==> src/rtl/instr_encoder_pkg.sv <==
// Shared definitions for the RV32I instruction encoder: opcode constants,
// instruction format and error code enumerations, and the opcode-to-format decode.
package instr_encoder_pkg;

    localparam logic [6:0] OP_OP     = 7'b0110011;
    localparam logic [6:0] OP_IMM    = 7'b0010011;
    localparam logic [6:0] OP_LOAD   = 7'b0000011;
    localparam logic [6:0] OP_JALR   = 7'b1100111;
    localparam logic [6:0] OP_STORE  = 7'b0100011;
    localparam logic [6:0] OP_BRANCH = 7'b1100011;
    localparam logic [6:0] OP_LUI    = 7'b0110111;
    localparam logic [6:0] OP_AUIPC  = 7'b0010111;
    localparam logic [6:0] OP_JAL    = 7'b1101111;

    localparam logic [2:0] F3_SLL = 3'b001;
    localparam logic [2:0] F3_SRX = 3'b101;

    typedef enum logic [2:0] {
        FMT_R   = 3'd0,
        FMT_I   = 3'd1,
        FMT_S   = 3'd2,
        FMT_B   = 3'd3,
        FMT_U   = 3'd4,
        FMT_J   = 3'd5,
        FMT_BAD = 3'd6
    } fmt_e;

    typedef enum logic [1:0] {
        ERR_NONE   = 2'd0,
        ERR_RANGE  = 2'd1,
        ERR_ALIGN  = 2'd2,
        ERR_OPCODE = 2'd3
    } err_e;

    function automatic fmt_e decode_fmt(input logic [6:0] op);
        fmt_e f;
        case (op)
            OP_OP:                     f = FMT_R;
            OP_IMM, OP_LOAD, OP_JALR:  f = FMT_I;
            OP_STORE:                  f = FMT_S;
            OP_BRANCH:                 f = FMT_B;
            OP_LUI, OP_AUIPC:          f = FMT_U;
            OP_JAL:                    f = FMT_J;
            default:                   f = FMT_BAD;
        endcase
        return f;
    endfunction

endpackage

==> src/rtl/instr_encoder_imm_scatter.sv <==
// Places a 32-bit immediate into its RV32I bit positions for a given format and
// flags immediates that are out of range or misaligned for that format.
module instr_encoder_imm_scatter
    import instr_encoder_pkg::*;
(
    input  fmt_e        fmt,
    input  logic [31:0] imm,
    input  logic [6:0]  funct7,
    input  logic        is_shift,
    output logic [31:0] placed,
    output logic        range_err,
    output logic        align_err
);

    logic signed [31:0] simm_s;
    assign simm_s = imm;

    // Scatter and range/alignment check, one arm per format.
    always_comb begin
        placed    = 32'h0000_0000;
        range_err = 1'b0;
        align_err = 1'b0;
        case (fmt)
            FMT_R: begin
                placed = {funct7, 25'b0};
            end
            FMT_I: begin
                if (is_shift) begin
                    // Shift amount is 5 bits; the upper slice carries funct7.
                    placed    = {funct7, imm[4:0], 20'b0};
                    range_err = |imm[31:5];
                end else begin
                    placed    = {imm[11:0], 20'b0};
                    range_err = (simm_s > 32'sd2047) || (simm_s < -32'sd2048);
                end
            end
            FMT_S: begin
                placed    = {imm[11:5], 13'b0, imm[4:0], 7'b0};
                range_err = (simm_s > 32'sd2047) || (simm_s < -32'sd2048);
            end
            FMT_B: begin
                placed    = {imm[12], imm[10:5], 13'b0, imm[4:1], imm[11], 7'b0};
                range_err = (simm_s > 32'sd4094) || (simm_s < -32'sd4096);
                align_err = imm[0];
            end
            FMT_U: begin
                placed    = {imm[31:12], 12'b0};
                range_err = |imm[11:0];
            end
            FMT_J: begin
                placed    = {imm[20], imm[10:1], imm[11], imm[19:12], 12'b0};
                range_err = (simm_s > 32'sd1048574) || (simm_s < -32'sd1048576);
                align_err = imm[0];
            end
            default: begin
                placed    = 32'h0000_0000;
                range_err = 1'b0;
                align_err = 1'b0;
            end
        endcase
    end

endmodule

==> src/rtl/instr_encoder.sv <==
// Encodes decoded RV32I fields into instruction words and streams them into
// instruction memory through a one-entry, back-pressured write register.
module instr_encoder
    import instr_encoder_pkg::*;
#(
    parameter int ADDR_W              = 12,
    parameter int unsigned RESET_ADDR = 32'd0
) (
    input  logic              clk,
    input  logic              rst_n,
    input  logic              in_valid,
    output logic              in_ready,
    input  logic [6:0]        in_opcode,
    input  logic [4:0]        in_rd,
    input  logic [4:0]        in_rs1,
    input  logic [4:0]        in_rs2,
    input  logic [2:0]        in_funct3,
    input  logic [6:0]        in_funct7,
    input  logic [31:0]       in_imm,
    input  logic              addr_load,
    input  logic [ADDR_W-1:0] addr_value,
    output logic              imem_we,
    input  logic              imem_ready,
    output logic [ADDR_W-1:0] imem_addr,
    output logic [31:0]       imem_wdata,
    output logic              err,
    output logic [1:0]        err_code,
    input  logic              err_clr,
    output logic              wrapped,
    output logic [15:0]       instr_count
);

    localparam logic [ADDR_W-1:0] ADDR_STEP  = {{(ADDR_W-3){1'b0}}, 3'b100};
    localparam logic [ADDR_W-1:0] ALIGN_MASK = {{(ADDR_W-2){1'b1}}, 2'b00};
    localparam logic [ADDR_W-1:0] ADDR_INIT  = ADDR_W'(RESET_ADDR) & ALIGN_MASK;

    fmt_e              fmt_s;
    logic              is_shift_s;
    logic [31:0]       placed_s;
    logic              range_err_s;
    logic              align_err_s;
    logic [31:0]       fields_s;
    logic [31:0]       word_s;
    logic              bad_s;
    err_e              code_s;
    logic              accept_s;
    logic              done_s;
    logic              stall_s;
    logic [ADDR_W-1:0] load_addr_s;

    logic              imem_we_r;
    logic [31:0]       imem_wdata_r;
    logic [ADDR_W-1:0] addr_r;
    logic              wrapped_r;
    logic              load_pend_r;
    logic [ADDR_W-1:0] load_val_r;
    logic              err_r;
    err_e              err_code_r;
    logic [15:0]       count_r;

    assign fmt_s       = decode_fmt(in_opcode);
    assign is_shift_s  = (in_opcode == OP_IMM) &&
                         ((in_funct3 == F3_SLL) || (in_funct3 == F3_SRX));
    assign stall_s     = imem_we_r && !imem_ready;
    assign done_s      = imem_we_r && imem_ready;
    assign accept_s    = in_valid && in_ready;
    assign load_addr_s = addr_value & ALIGN_MASK;

    instr_encoder_imm_scatter u_scatter (
        .fmt       (fmt_s),
        .imm       (in_imm),
        .funct7    (in_funct7),
        .is_shift  (is_shift_s),
        .placed    (placed_s),
        .range_err (range_err_s),
        .align_err (align_err_s)
    );

    // Register/funct fields present in each format.
    always_comb begin
        fields_s = 32'h0000_0000;
        case (fmt_s)
            FMT_R:        fields_s = {7'b0, in_rs2, in_rs1, in_funct3, in_rd, in_opcode};
            FMT_I:        fields_s = {12'b0, in_rs1, in_funct3, in_rd, in_opcode};
            FMT_S, FMT_B: fields_s = {7'b0, in_rs2, in_rs1, in_funct3, 5'b0, in_opcode};
            FMT_U, FMT_J: fields_s = {20'b0, in_rd, in_opcode};
            default:      fields_s = 32'h0000_0000;
        endcase
    end

    assign word_s = placed_s | fields_s;

    // Error classification; range is reported ahead of alignment.
    always_comb begin
        bad_s  = 1'b0;
        code_s = ERR_NONE;
        if (fmt_s == FMT_BAD) begin
            bad_s  = 1'b1;
            code_s = ERR_OPCODE;
        end else if (range_err_s) begin
            bad_s  = 1'b1;
            code_s = ERR_RANGE;
        end else if (align_err_s) begin
            bad_s  = 1'b1;
            code_s = ERR_ALIGN;
        end else begin
            bad_s  = 1'b0;
            code_s = ERR_NONE;
        end
    end

    // One-entry write register toward instruction memory.
    always_ff @(posedge clk or negedge rst_n) begin
        if (!rst_n) begin
            imem_we_r    <= 1'b0;
            imem_wdata_r <= 32'h0000_0000;
        end else if (accept_s && !bad_s) begin
            imem_we_r    <= 1'b1;
            imem_wdata_r <= word_s;
        end else if (done_s) begin
            imem_we_r    <= 1'b0;
        end else begin
            imem_we_r    <= imem_we_r;
        end
    end

    // Write address: loads are held back while a write is stalled so the
    // pending word keeps its address, and a load beats the post-write increment.
    always_ff @(posedge clk or negedge rst_n) begin
        if (!rst_n) begin
            addr_r      <= ADDR_INIT;
            wrapped_r   <= 1'b0;
            load_pend_r <= 1'b0;
            load_val_r  <= ADDR_INIT;
        end else if (stall_s) begin
            if (addr_load) begin
                load_pend_r <= 1'b1;
                load_val_r  <= load_addr_s;
            end
        end else if (addr_load) begin
            addr_r      <= load_addr_s;
            wrapped_r   <= 1'b0;
            load_pend_r <= 1'b0;
        end else if (load_pend_r) begin
            addr_r      <= load_val_r;
            wrapped_r   <= 1'b0;
            load_pend_r <= 1'b0;
        end else if (done_s) begin
            addr_r <= addr_r + ADDR_STEP;
            if (&addr_r[ADDR_W-1:2]) begin
                wrapped_r <= 1'b1;
            end
        end
    end

    // Sticky error; a new error in the clear cycle wins and is latched.
    always_ff @(posedge clk or negedge rst_n) begin
        if (!rst_n) begin
            err_r      <= 1'b0;
            err_code_r <= ERR_NONE;
        end else if (accept_s && bad_s) begin
            err_r <= 1'b1;
            if (!err_r || err_clr) begin
                err_code_r <= code_s;
            end
        end else if (err_clr) begin
            err_r      <= 1'b0;
            err_code_r <= ERR_NONE;
        end
    end

    // Saturating count of completed writes.
    always_ff @(posedge clk or negedge rst_n) begin
        if (!rst_n) begin
            count_r <= 16'h0000;
        end else if (done_s && (count_r != 16'hFFFF)) begin
            count_r <= count_r + 16'h0001;
        end
    end

    assign in_ready    = !imem_we_r || imem_ready;
    assign imem_we     = imem_we_r;
    assign imem_wdata  = imem_wdata_r;
    assign imem_addr   = addr_r;
    assign err         = err_r;
    assign err_code    = err_code_r;
    assign wrapped     = wrapped_r;
    assign instr_count = count_r;

endmodule

==> config.mk <==
export PLATFORM = sky130hd
export DESIGN_NAME = instr_encoder
export DESIGN_NICKNAME = d
export VERILOG_FILES = /design/src/rtl/instr_encoder_pkg.sv /design/src/rtl/instr_encoder_imm_scatter.sv /design/src/rtl/instr_encoder.sv
export SDC_FILE = /design/constraint.sdc
export NUM_CORES = 1
export LEC_CHECK = 0
export CAP_MARGIN = 40
export CELL_PAD_IN_SITES_DETAIL_PLACEMENT = 0
export CELL_PAD_IN_SITES_GLOBAL_PLACEMENT = 2
export CORE_MARGIN = 5
export CORE_UTILIZATION = 27
export CTS_CLUSTER_SIZE = 16
export DETAILED_ROUTE_END_ITERATION = 12
export PLACE_DENSITY_LB_ADDON = 0.25
export SETUP_SLACK_MARGIN = 0.3
export SLEW_MARGIN = 20
export SYNTH_ARGS = -nofsm -noshare
export SYNTH_HDL_FRONTEND = slang
export SYNTH_SLANG_ARGS = --single-unit
export TNS_END_PERCENT = 100
==> constraint.sdc <==
create_clock -name clk -period 3 [get_ports clk]
set_input_delay 0.45 -clock clk [delete_from_list [all_inputs] [get_ports clk]]
set_output_delay 0.45 -clock clk [all_outputs]
set_load 0.02 [all_outputs]
==> metrics.md <==
| Metric | Value |
|---|---|
| # diodes | `0` |
| Post-synthesis simple-gate area fraction | `roughly 20%` |
| Total Power | `approximately 3.3 mW` |
| Crit-path cells | `buf_6 -> buf_6 -> buf_4 -> buf_4 -> nand4bb_1 -> or4_4 -> buf_4 -> a221o_1 -> buf_4 -> a222oi_1 -> o2bb2ai_4` |
| Layout area overhead | `73.50%` |
| Synthesized flop and latch total | `between 70 and 80` |
| Main combinational cell family by area after synthesis | `simple AND/OR/NAND/NOR gates` |
| CTS tree | `yes` |
| Max clock buf depth | `2` |
| Register area share after synthesis | `approximately 44%` |
| PD cells | `about 450 mW/mm^2` |
| Cell mode on critical path | `buf_4` |
| NumNets Final | `~750` |
| Multiplexer share of the synthesized area | `6.403%` |
| Initial antenna violation count | `1` |
| DRT iter0 DRCs | `roughly 290` |
| Part of the cycle the worst path needs | `90.32%` |
| Avg Cell Area, Syn | `a little under 10 sq um` |
| Warnings from Yosys | `0` |
| First-pass GRT wire length | `24.04 mm` |
| Crit path DAT | `just under 3 ns` |
| Status | `completed` |
| Clock Sinks | `74` |
| Compound-Gate Fraction of Synth Area | `a little under 20%` |
| Via count | `4,282` |
| Top FF cell, synth | `dfrtp_1` |
| Synth unique cells | `67` |
| RSZ-0062 raised after global routing | `true` |
| Post-cts hold buffer count | `0` |
| Area contributors post-synth | `dfrtp_1 (44%), o2bb2ai_1 (5.4%), nand2_1 (4.0%)` |
| CP max FO | `5` |
| Post-Syn Area | `0.004202 sq mm` |
| DRC | `0` |
| Worst Setup Slack, final | `between 0.2 and 0.3 ns` |
| H-tree depth | `3` |
| Die footprint | `0.01816 sq mm` |
| CTS Root Buffer Type | `clkbuf_16` |
| Max incr delay on CP | `about 0.54 ns` |
| Cell type of the slowest stage on the worst timing path | `a222oi_1` |
| Hold WS | `between 0.08 and 0.09 ns` |
| Placement Cell Area | `roughly 0.0065 sq mm` |
| # port buffers | `143` |
| Count leader, synth | `dfrtp_1` |
| # setup viols final | `0` |
| Die Y-Extent | `134.7 um` |
| ANT nets after route | `0` |
| Fmax | `369.1 MHz` |
| Slew margin rel. | `about half` |
| Class of the worst hold path | `in -> async` |
| Final min period | `roughly 2.7 ns` |
| Core area | `around 0.015 sq mm` |
| Routed WL per cell | `between 15 and 20 um` |
| Largest net degree at the start of global routing | `39` |
| Placement Setup Slack | `-0.4500 ns` |
| GPL Wtd Cong | `about 0.85` |
| Register area | `about 0.0019 sq mm` |
| CTS buffer count | `9` |
| Chip width | `134.7 um` |
| Share of cells above drive strength 1 | `approximately 28%` |
| Pleak | `just over 3 nW` |
| Worst clock skew | `~0.0033 ns` |
| Clk slew on worst S/H paths | `roughly 0.06 ns` |
| CP endpoint kind | `flip-flop` |
| Io pins | `148` |
| Max Cap Viol | `0` |
| Via/cell ratio | `4.894` |
| CP Launch Type | `input port` |
| Worst-margin pin slew | `around 0.7 ns` |
| Half-perimeter wire length after placement | `approximately 12 mm` |
| Final instance area | `between 0.007 and 0.008 sq mm` |
| Slew Limit Fails | `0` |
| Commonest cells in the netlist | `dfrtp_1 (74), nand2_1 (45), nor2_1 (32), o2bb2ai_1 (26), o21ai_0 (20)` |
| EDFF count, synth | `0` |
| Remaining Overflow, GRT | `0` |
| Global Route Usage Sum | `approximately 17%` |
| Maximum vdd drop | `0.3008 mV` |
| Xor-xnor portion of the synthesized cell area | `4.586%` |
| Initial core utilization | `between 20 and 30%` |
| Vias in the first global route | `approximately 4,400` |
| Clock Latency Late Sink | `around 0.34 ns` |
| Critical path required time | `3.21 ns` |
| # rows | `45` |
| Final Hold Fails | `0` |
| Area leader, netlist | `dfrtp_1` |
| FILL cells | `between 1,000 and 1,500` |
| Post-synth top area share | `roughly 44%` |
| Pre-antenna DRT Iters | `5` |
| Area of the multi-input gates | `about 0.0025 sq mm` |
| Instance count of the mapped netlist | `about 430` |
| Routed Wire Length | `roughly 16 mm` |
| Adder-cell share of the synthesized area | `under 10%` |
| Critical path class | `in -> reg` |
| Synth async-reset ratio | `100.0%` |
-- registers in the layout (all words and copies together), names as in the netlist --
| register | cells |
|---|---|
| imem_we | 1 |
| wrapped | 1 |
| err_code | 2 |
| err | 1 |
| imem_addr | 10 |
| load_pend_r | 1 |
| instr_count | 16 |
| imem_wdata | 32 |
| load_val_r | 10 |
-- layout by cell type (no fill, tap or decap), drive strengths merged, types with 13 or more instances in the layout --
cell type	n
a21oi	19
o21ai	22
dfrtp	74
nand3	13
nand2	47
buf	101
mux2i	13
o2bb2ai	26
nor2	32
clkbuf	15
nand4	13
clkdlybuf4s50	132
-- where the power goes --
group / switching (mW) / internal, mW
registers: 0.120 / 1.13
clock network: 0.451 / 0.775
logic: 0.386 / 0.448
total: 0.957 / 2.35
-- cell type report --
type | count | share of cell area [%]
inverters | 10 | 0.5149
clock buffers | 12 | 3.519
well taps | 211 | 3.622
repair buffers | 240 | 31.19
flip-flops and latches | 74 | 25.40
clock inverters | 4 | 1.013
multi-input cells | 324 | 34.74
-- metrics by stage --
stage / TNS (ns) / cells / util (%)
floorplan: 0 / 430 / -
global placement: -10.51 / 843 / 42.65
detailed placement: -13.02 / 844 / 42.78
CTS: 0 / 869 / 45.64
global route: 0 / 875 / 47.77
finish: 0 / 875 / 47.77
-- final timing paths --
check	from	end	slack [ns]	cells after the start
setup reg to reg	instr_count[0]	instr_count[11]	0.87	9
min in group clk	in_opcode[1]	imem_wdata[1]	0.42	3
setup / recovery	in_opcode[5]	imem_wdata[26]	0.29	11
hold reg to reg	imem_wdata[22]	imem_wdata[22]	0.49	1
hold / removal	rst_n	load_val_r[2]	0.08	1
max in group asynchronous	rst_n	imem_wdata[3]	2.33	2
-- routing by layer --
metal	vias up	wire length [um]	global-route usage [%]
met4	2	233	5.656
met3	14	1149	4.396
met2	136	7630	27.85
met1	2061	6824	21.14
li1	2069	-	-
met5	-	13	0
-- timing repair --
item	CTS	global route
pin swaps	12	17
setup buffers	9	3
setup endpoints to repair	36	36
cloned	0	3
resized for setup	35	45
-- critical path: cells and delay by family --
kind / cells / cell delay [ns]
AO/OA/AOI/OAI: 3 / 1.02
buffers and inverters: 6 / 0.81
AND/OR/NAND/NOR: 2 / 0.63
-- cells by family after synthesis --
kind of cell             after synthesis
AO/OA/AOI/OAI                        112
XOR/XNOR                              22
adder cells (fa/ha/maj)                5
buffers and inverters                 32
flip-flops                            74
multiplexers                          25
other                                  1
AND/OR/NAND/NOR                      158
(Power assumes the default switching activity.)
